File: src/rtl/pipe_alu_acc.sv
// Two-stage pipelined ALU with valid/ready handshakes and an accumulator.
// Stage A registers operands; stage B registers the result and flags.
module pipe_alu_acc #(
    parameter int unsigned NBITS = 8
) (
    input  logic             clk,
    input  logic             reset_n,
    input  logic             in_val,
    output logic             in_rdy,
    input  logic [NBITS-1:0] in0,
    input  logic [NBITS-1:0] in1,
    input  logic [2:0]       op,
    input  logic             acc_en,
    output logic             out_val,
    input  logic             out_rdy,
    output logic [NBITS-1:0] out,
    output logic             cout,
    output logic             zero
);

    localparam int unsigned SHBITS = $clog2(NBITS);

    localparam logic [2:0] OP_ADD = 3'd0;
    localparam logic [2:0] OP_SUB = 3'd1;
    localparam logic [2:0] OP_SHL = 3'd2;
    localparam logic [2:0] OP_SHR = 3'd3;
    localparam logic [2:0] OP_LT  = 3'd4;
    localparam logic [2:0] OP_EQ  = 3'd5;
    localparam logic [2:0] OP_GT  = 3'd6;
    localparam logic [2:0] OP_SRA = 3'd7;

    typedef struct packed {
        logic [NBITS-1:0] in0;
        logic [NBITS-1:0] in1;
        logic [2:0]       op;
        logic             acc_en;
    } stage_a_t;

    logic             a_val;
    stage_a_t         a_q;
    logic [NBITS-1:0] acc;

    logic             in_xfer;
    logic             a_adv;
    logic             out_xfer;

    logic [NBITS-1:0] opa;
    logic [SHBITS-1:0] sh;
    logic [NBITS:0]   sum;
    logic [NBITS-1:0] res_c;
    logic             cout_c;

    // in_rdy looks through a stalled pipe straight to out_rdy
    assign in_rdy   = !a_val || !out_val || out_rdy;
    assign in_xfer  = in_val && in_rdy;
    assign a_adv    = a_val && (!out_val || out_rdy);
    assign out_xfer = out_val && out_rdy;

    // Result from the stage-A registers; acc replaces in0 in accumulate mode
    always_comb begin
        opa    = a_q.acc_en ? acc : a_q.in0;
        sh     = a_q.in1[SHBITS-1:0];
        sum    = {1'b0, opa} + {1'b0, a_q.in1};
        res_c  = '0;
        cout_c = 1'b0;
        case (a_q.op)
            OP_ADD: begin
                res_c  = sum[NBITS-1:0];
                cout_c = sum[NBITS];
            end
            OP_SUB: begin
                res_c  = opa - a_q.in1;
                cout_c = (opa < a_q.in1);
            end
            OP_SHL: res_c = opa << sh;
            OP_SHR: res_c = opa >> sh;
            OP_LT:  res_c = {{(NBITS-1){1'b0}}, (opa < a_q.in1)};
            OP_EQ:  res_c = {{(NBITS-1){1'b0}}, (opa == a_q.in1)};
            OP_GT:  res_c = {{(NBITS-1){1'b0}}, (opa > a_q.in1)};
            OP_SRA: res_c = $unsigned($signed(opa) >>> sh);
        endcase
    end

    // Stage A: operand register
    always_ff @(posedge clk or negedge reset_n) begin
        if (!reset_n) begin
            a_val <= 1'b0;
            a_q   <= '0;
        end else if (in_xfer) begin
            a_val      <= 1'b1;
            a_q.in0    <= in0;
            a_q.in1    <= in1;
            a_q.op     <= op;
            a_q.acc_en <= acc_en;
        end else if (a_adv) begin
            a_val <= 1'b0;
        end
    end

    // Stage B: result register and accumulator, both written on advance
    always_ff @(posedge clk or negedge reset_n) begin
        if (!reset_n) begin
            out_val <= 1'b0;
            out     <= '0;
            cout    <= 1'b0;
            zero    <= 1'b0;
            acc     <= '0;
        end else if (a_adv) begin
            out_val <= 1'b1;
            out     <= res_c;
            cout    <= cout_c;
            zero    <= (res_c == '0);
            acc     <= res_c;
        end else if (out_xfer) begin
            out_val <= 1'b0;
        end
    end

endmodule

File: config.mk
export PLATFORM = sky130hd
export DESIGN_NAME = pipe_alu_acc
export DESIGN_NICKNAME = d
export VERILOG_FILES = /design/src/rtl/pipe_alu_acc.sv
export SDC_FILE = /design/constraint.sdc
export NUM_CORES = 1
export LEC_CHECK = 0
export ABC_AREA = 1
export CAP_MARGIN = 20
export CORE_AREA = 2 2 82 84
export CTS_CLUSTER_SIZE = 8
export DETAILED_ROUTE_END_ITERATION = 8
export DIE_AREA = 0 0 84 86
export GPL_ROUTABILITY_DRIVEN = 0
export GPL_TIMING_DRIVEN = 0
export PLACE_DENSITY = 0.72
export REMOVE_ABC_BUFFERS = 1
export SYNTH_ARGS = -nofsm -noshare
export SYNTH_HDL_FRONTEND = slang
export SYNTH_SLANG_ARGS = --single-unit
File: constraint.sdc
create_clock -name clk -period 3.75 [get_ports clk]
set_clock_uncertainty 0.1 [all_clocks]
set_input_delay 0.75 -clock clk [delete_from_list [all_inputs] [get_ports clk]]
set_output_delay 0.75 -clock clk [all_outputs]
set_load 0.05 [all_outputs]
==> run summary <==
================================================================================
Result of the run                                                   complete, no violations
Max stage delay on crit path                                              820 ps
Number of synthesized register bits                                           32
TritonCTS buffer count                                                         5
Setup repair after global routing missed its margin                           no
Maximum vdd drop                                                        0.476 mV
Worst slew slack as a fraction of its limit                                50.4%
Standard cell with the maximum stage delay on the critical path     sky130_fd_sc_hd__clkdlybuf4s50_1
DIE AREA                                                                7220 µm²
Number of library cell types mapped by synthesis                              27
First-pass detailed-route iteration total                                      5
Share of the cycle needed by the critical path after routing               80.9%
Fill cells                                                                   638
Area of the mapped netlist                                              2780 µm²
Post-layout nets                                                             518
Finished Cell Area                                                      3280 µm²
Total Routing Usage GR                                                     21.5%
Layout cells sized above 1                                                 4.63%
Initial Util                                                               44.2%
Top post-synthesis cells by area                                    sky130_fd_sc_hd__dfrtp_1, sky130_fd_sc_hd__nand2_1, sky130_fd_sc_hd__nand3_1, sky130_fd_sc_hd__ha_1, sky130_fd_sc_hd__inv_1
Kind of start point of the critical path                            primary input
Number of buffers inserted by port buffering                                  35
Mean Syn Cell Area                                                      6.25 µm²
1st-iter DRT viols                                                           286
Clock tree root buffer cell                                         sky130_fd_sc_hd__clkbuf_8
Hold buffer count at cts                                                       0
Power per cell area                                                   646 nW/µm²
Layout Area Growth over Synthesis                                          18.1%
Clock-pin slew on the worst setup and hold paths                           70 ps
Die H                                                                      86 µm
Footprint of the multi-input gates                                      1710 µm²
Area share of the largest cell type after synthesis                        28.9%
Post-CTS setup buffers                                                         0
WL per Instance                                                          13.9 µm
Longest Clk Path Bufs                                                          2
Kind of path behind the tightest hold check                         register to register
Worst-Margin Slew                                                         744 ps
Synthesis Warnings                                                             0
I/O pin total                                                                 36
Count of unresolved DRC violations after routing                               0
Chain of cells forming the critical path                            clkdlybuf4s50_1 -> inv_1 -> nand3_1 -> clkdlybuf4s50_1
Number of global-route vias before repair                                   2696
Die W                                                                      84 µm
Pre-CTS WS                                                                712 ps
Data required time of the worst path                                     2900 ps
HPWL after detailed placement                                            5980 µm
Fmax                                                                     330 MHz
Avg Vias per Cell                                                           5.42
Dominant cell type by area after synthesis                          sky130_fd_sc_hd__dfrtp_1
Proportion of synthesized chip area in sequential cells                    28.9%
Leakage component of the power                                        0.00169 µW
Hold violation count in the final report                                       0
Total negative slack                                                        0 ps
Antenna Cells                                                                  0
Fin crit period                                                          3030 ps
Clock sink count                                                              32
Endpoint arrival time on the critical path                               2180 ps
Final wirelength                                                         7650 µm
Number of setup violations in the final report                                 0
Highest fanout seen on the critical path                                       3
First-pass GRT wire length                                              12400 µm
Count of vias placed by the detailed router                                 2990
Register cell area after layout                                          801 µm²
Max_cap viols                                                                  0
Type of the setup path with the least slack                         primary input to output port
CTS resizes                                                                    0
Worst setup margin                                                        715 ps
H-tree depth reported by CTS                                                   2
Number of core rows                                                           29
Clock latency reported for the late side of the worst-skew pair           290 ps
Number of antenna-violating nets in the routed design                          0
Total gr overflow                                                              0
Pin count of the biggest net entering global routing                          33
Critical Path End Type                                               output port
Cell seen most often among critical-path stages                     sky130_fd_sc_hd__clkdlybuf4s50_1
Core footprint                                                          6280 µm²
CTS tree                                                                     yes
Placed instance area                                                    3180 µm²
Number of antenna violations at the first check in global routing              0
Number of max-slew violations in the final report                              0
Count of mapped cells out of synthesis                                       444
================================================================================
-- synthesized netlist by cell type --
master	instances
sky130_fd_sc_hd__buf_4	2
sky130_fd_sc_hd__nand2_1	145
sky130_fd_sc_hd__o21ai_0	22
sky130_fd_sc_hd__a21oi_1	35
sky130_fd_sc_hd__ha_1	18
sky130_fd_sc_hd__o211ai_1	1
sky130_fd_sc_hd__inv_2	4
sky130_fd_sc_hd__xor2_1	1
sky130_fd_sc_hd__nor3_1	2
sky130_fd_sc_hd__nand3b_1	2
sky130_fd_sc_hd__inv_1	50
sky130_fd_sc_hd__o31ai_1	1
sky130_fd_sc_hd__nor2_2	2
sky130_fd_sc_hd__buf_1	1
sky130_fd_sc_hd__or2_2	5
sky130_fd_sc_hd__nor2_1	44
sky130_fd_sc_hd__a31oi_1	1
sky130_fd_sc_hd__mux2_2	2
sky130_fd_sc_hd__nand3_1	50
sky130_fd_sc_hd__clkbuf_1	6
sky130_fd_sc_hd__fa_1	2
sky130_fd_sc_hd__o21bai_1	2
sky130_fd_sc_hd__buf_2	4
sky130_fd_sc_hd__and2_1	4
sky130_fd_sc_hd__dfrtp_1	32
sky130_fd_sc_hd__a22oi_1	1
sky130_fd_sc_hd__nand4_1	5
-- area by class of cell --
cell class                      count  area share (%)
Clock buffer                        7            2.63
Multi-Input combinational cell    345            52.2
Clock inverter                      1           0.229
Timing Repair Buffer               36            11.4
Sequential cell                    32            24.4
Inverter                           54            6.19
Tap cell                           77            2.94
-- sequential cells by signal, summed over array words and instances, names as in the netlist --
name     cells
cout         1
a_q         20
acc          8
zero         1
out_val      1
a_val        1
-- layer usage --
layer / vias to the layer above / part of all wire [%] / GRT usage (%)
li1: 1483 / - / -
met1: 1358 / 47 / 30.4
met2: 127 / 45 / 34.7
met3: 22 / 5.5 / 2.41
met4: 0 / 2.5 / 6.89
met5: - / 0 / 0
-- cells in the final DEF (no fill, tap or decap), types with 2 or more instances in the layout --
| cell type | netlist | routed |
|---|---|---|
| sky130_fd_sc_hd__mux2_2 | 2 | 2 |
| sky130_fd_sc_hd__fa_1 | 2 | 2 |
| sky130_fd_sc_hd__clkbuf_8 | 0 | 6 |
| sky130_fd_sc_hd__or2_2 | 5 | 5 |
| sky130_fd_sc_hd__nor3_1 | 2 | 2 |
| sky130_fd_sc_hd__nand3b_1 | 2 | 2 |
| sky130_fd_sc_hd__ha_1 | 18 | 18 |
| sky130_fd_sc_hd__and2_1 | 4 | 4 |
| sky130_fd_sc_hd__clkdlybuf4s50_1 | 0 | 34 |
| sky130_fd_sc_hd__inv_2 | 4 | 4 |
| sky130_fd_sc_hd__inv_1 | 50 | 50 |
| sky130_fd_sc_hd__nand3_1 | 50 | 50 |
| sky130_fd_sc_hd__o21ai_0 | 22 | 22 |
| sky130_fd_sc_hd__nor2_1 | 44 | 44 |
| sky130_fd_sc_hd__nand2_1 | 145 | 145 |
| sky130_fd_sc_hd__nand4_1 | 5 | 5 |
| sky130_fd_sc_hd__nor2_2 | 2 | 2 |
| sky130_fd_sc_hd__dfrtp_1 | 32 | 32 |
| sky130_fd_sc_hd__o21bai_1 | 2 | 2 |
| sky130_fd_sc_hd__a21oi_1 | 35 | 35 |
-- report_power, final --
group          total, µW  switching (µW)  internal (µW)  leakage [µW]
sequential           505            77.5            427      0.000376
combinational       1330             884            443       0.00127
clock                284             135            149     0.0000445
-- kinds of logic (layout without fill, tap and decap cells) --
kind of cell / Yosys count / count (layout) / share of synthesized area, %
AO/OA/AOI/OAI: 63 / 63 / 11.9
flip-flops: 32 / 32 / 28.9
adder cells (fa/ha/maj): 20 / 20 / 9.56
buffers and inverters: 67 / 98 / 9.51
XOR/XNOR: 1 / 1 / 0.316
AND/OR/NAND/NOR: 259 / 259 / 39.1
multiplexers: 2 / 2 / 0.811
-- critical path, delay by kind of cell --
family | cells | cell delay (ps)
buffers and inverters | 3 | 1310
AND/OR/NAND/NOR | 1 | 120
-- path summary, 6_finish.rpt --
| kind | cells past startpoint | slack (ps) | startpoint | end |
|---|---|---|---|---|
| setup reg to reg | 15 | 720 | a_q[0] | zero |
| max in group asynchronous | 1 | 2650 | reset_n | a_q[16] |
| hold reg to reg | 2 | 390 | cout | cout |
| hold / removal | 2 | 390 | cout | cout |
| min in group asynchronous | 1 | 430 | reset_n | a_val |
| setup / recovery | 4 | 720 | out_rdy | in_rdy |
-- per-stage QoR --
step | power, µW | utilization, % | hold slack [ps] | cells
after floorplan | 1430 | - | 354 | 431
after global placement | 1780 | 50.3 | 368 | 543
after detailed placement | 1800 | 50.7 | 364 | 544
after CTS | 2100 | 52.2 | 390 | 552
after global routing | 2280 | 52.2 | 420 | 552
final | 2120 | 52.2 | 390 | 552
Note: power is estimated with default switching activity, not from simulation.
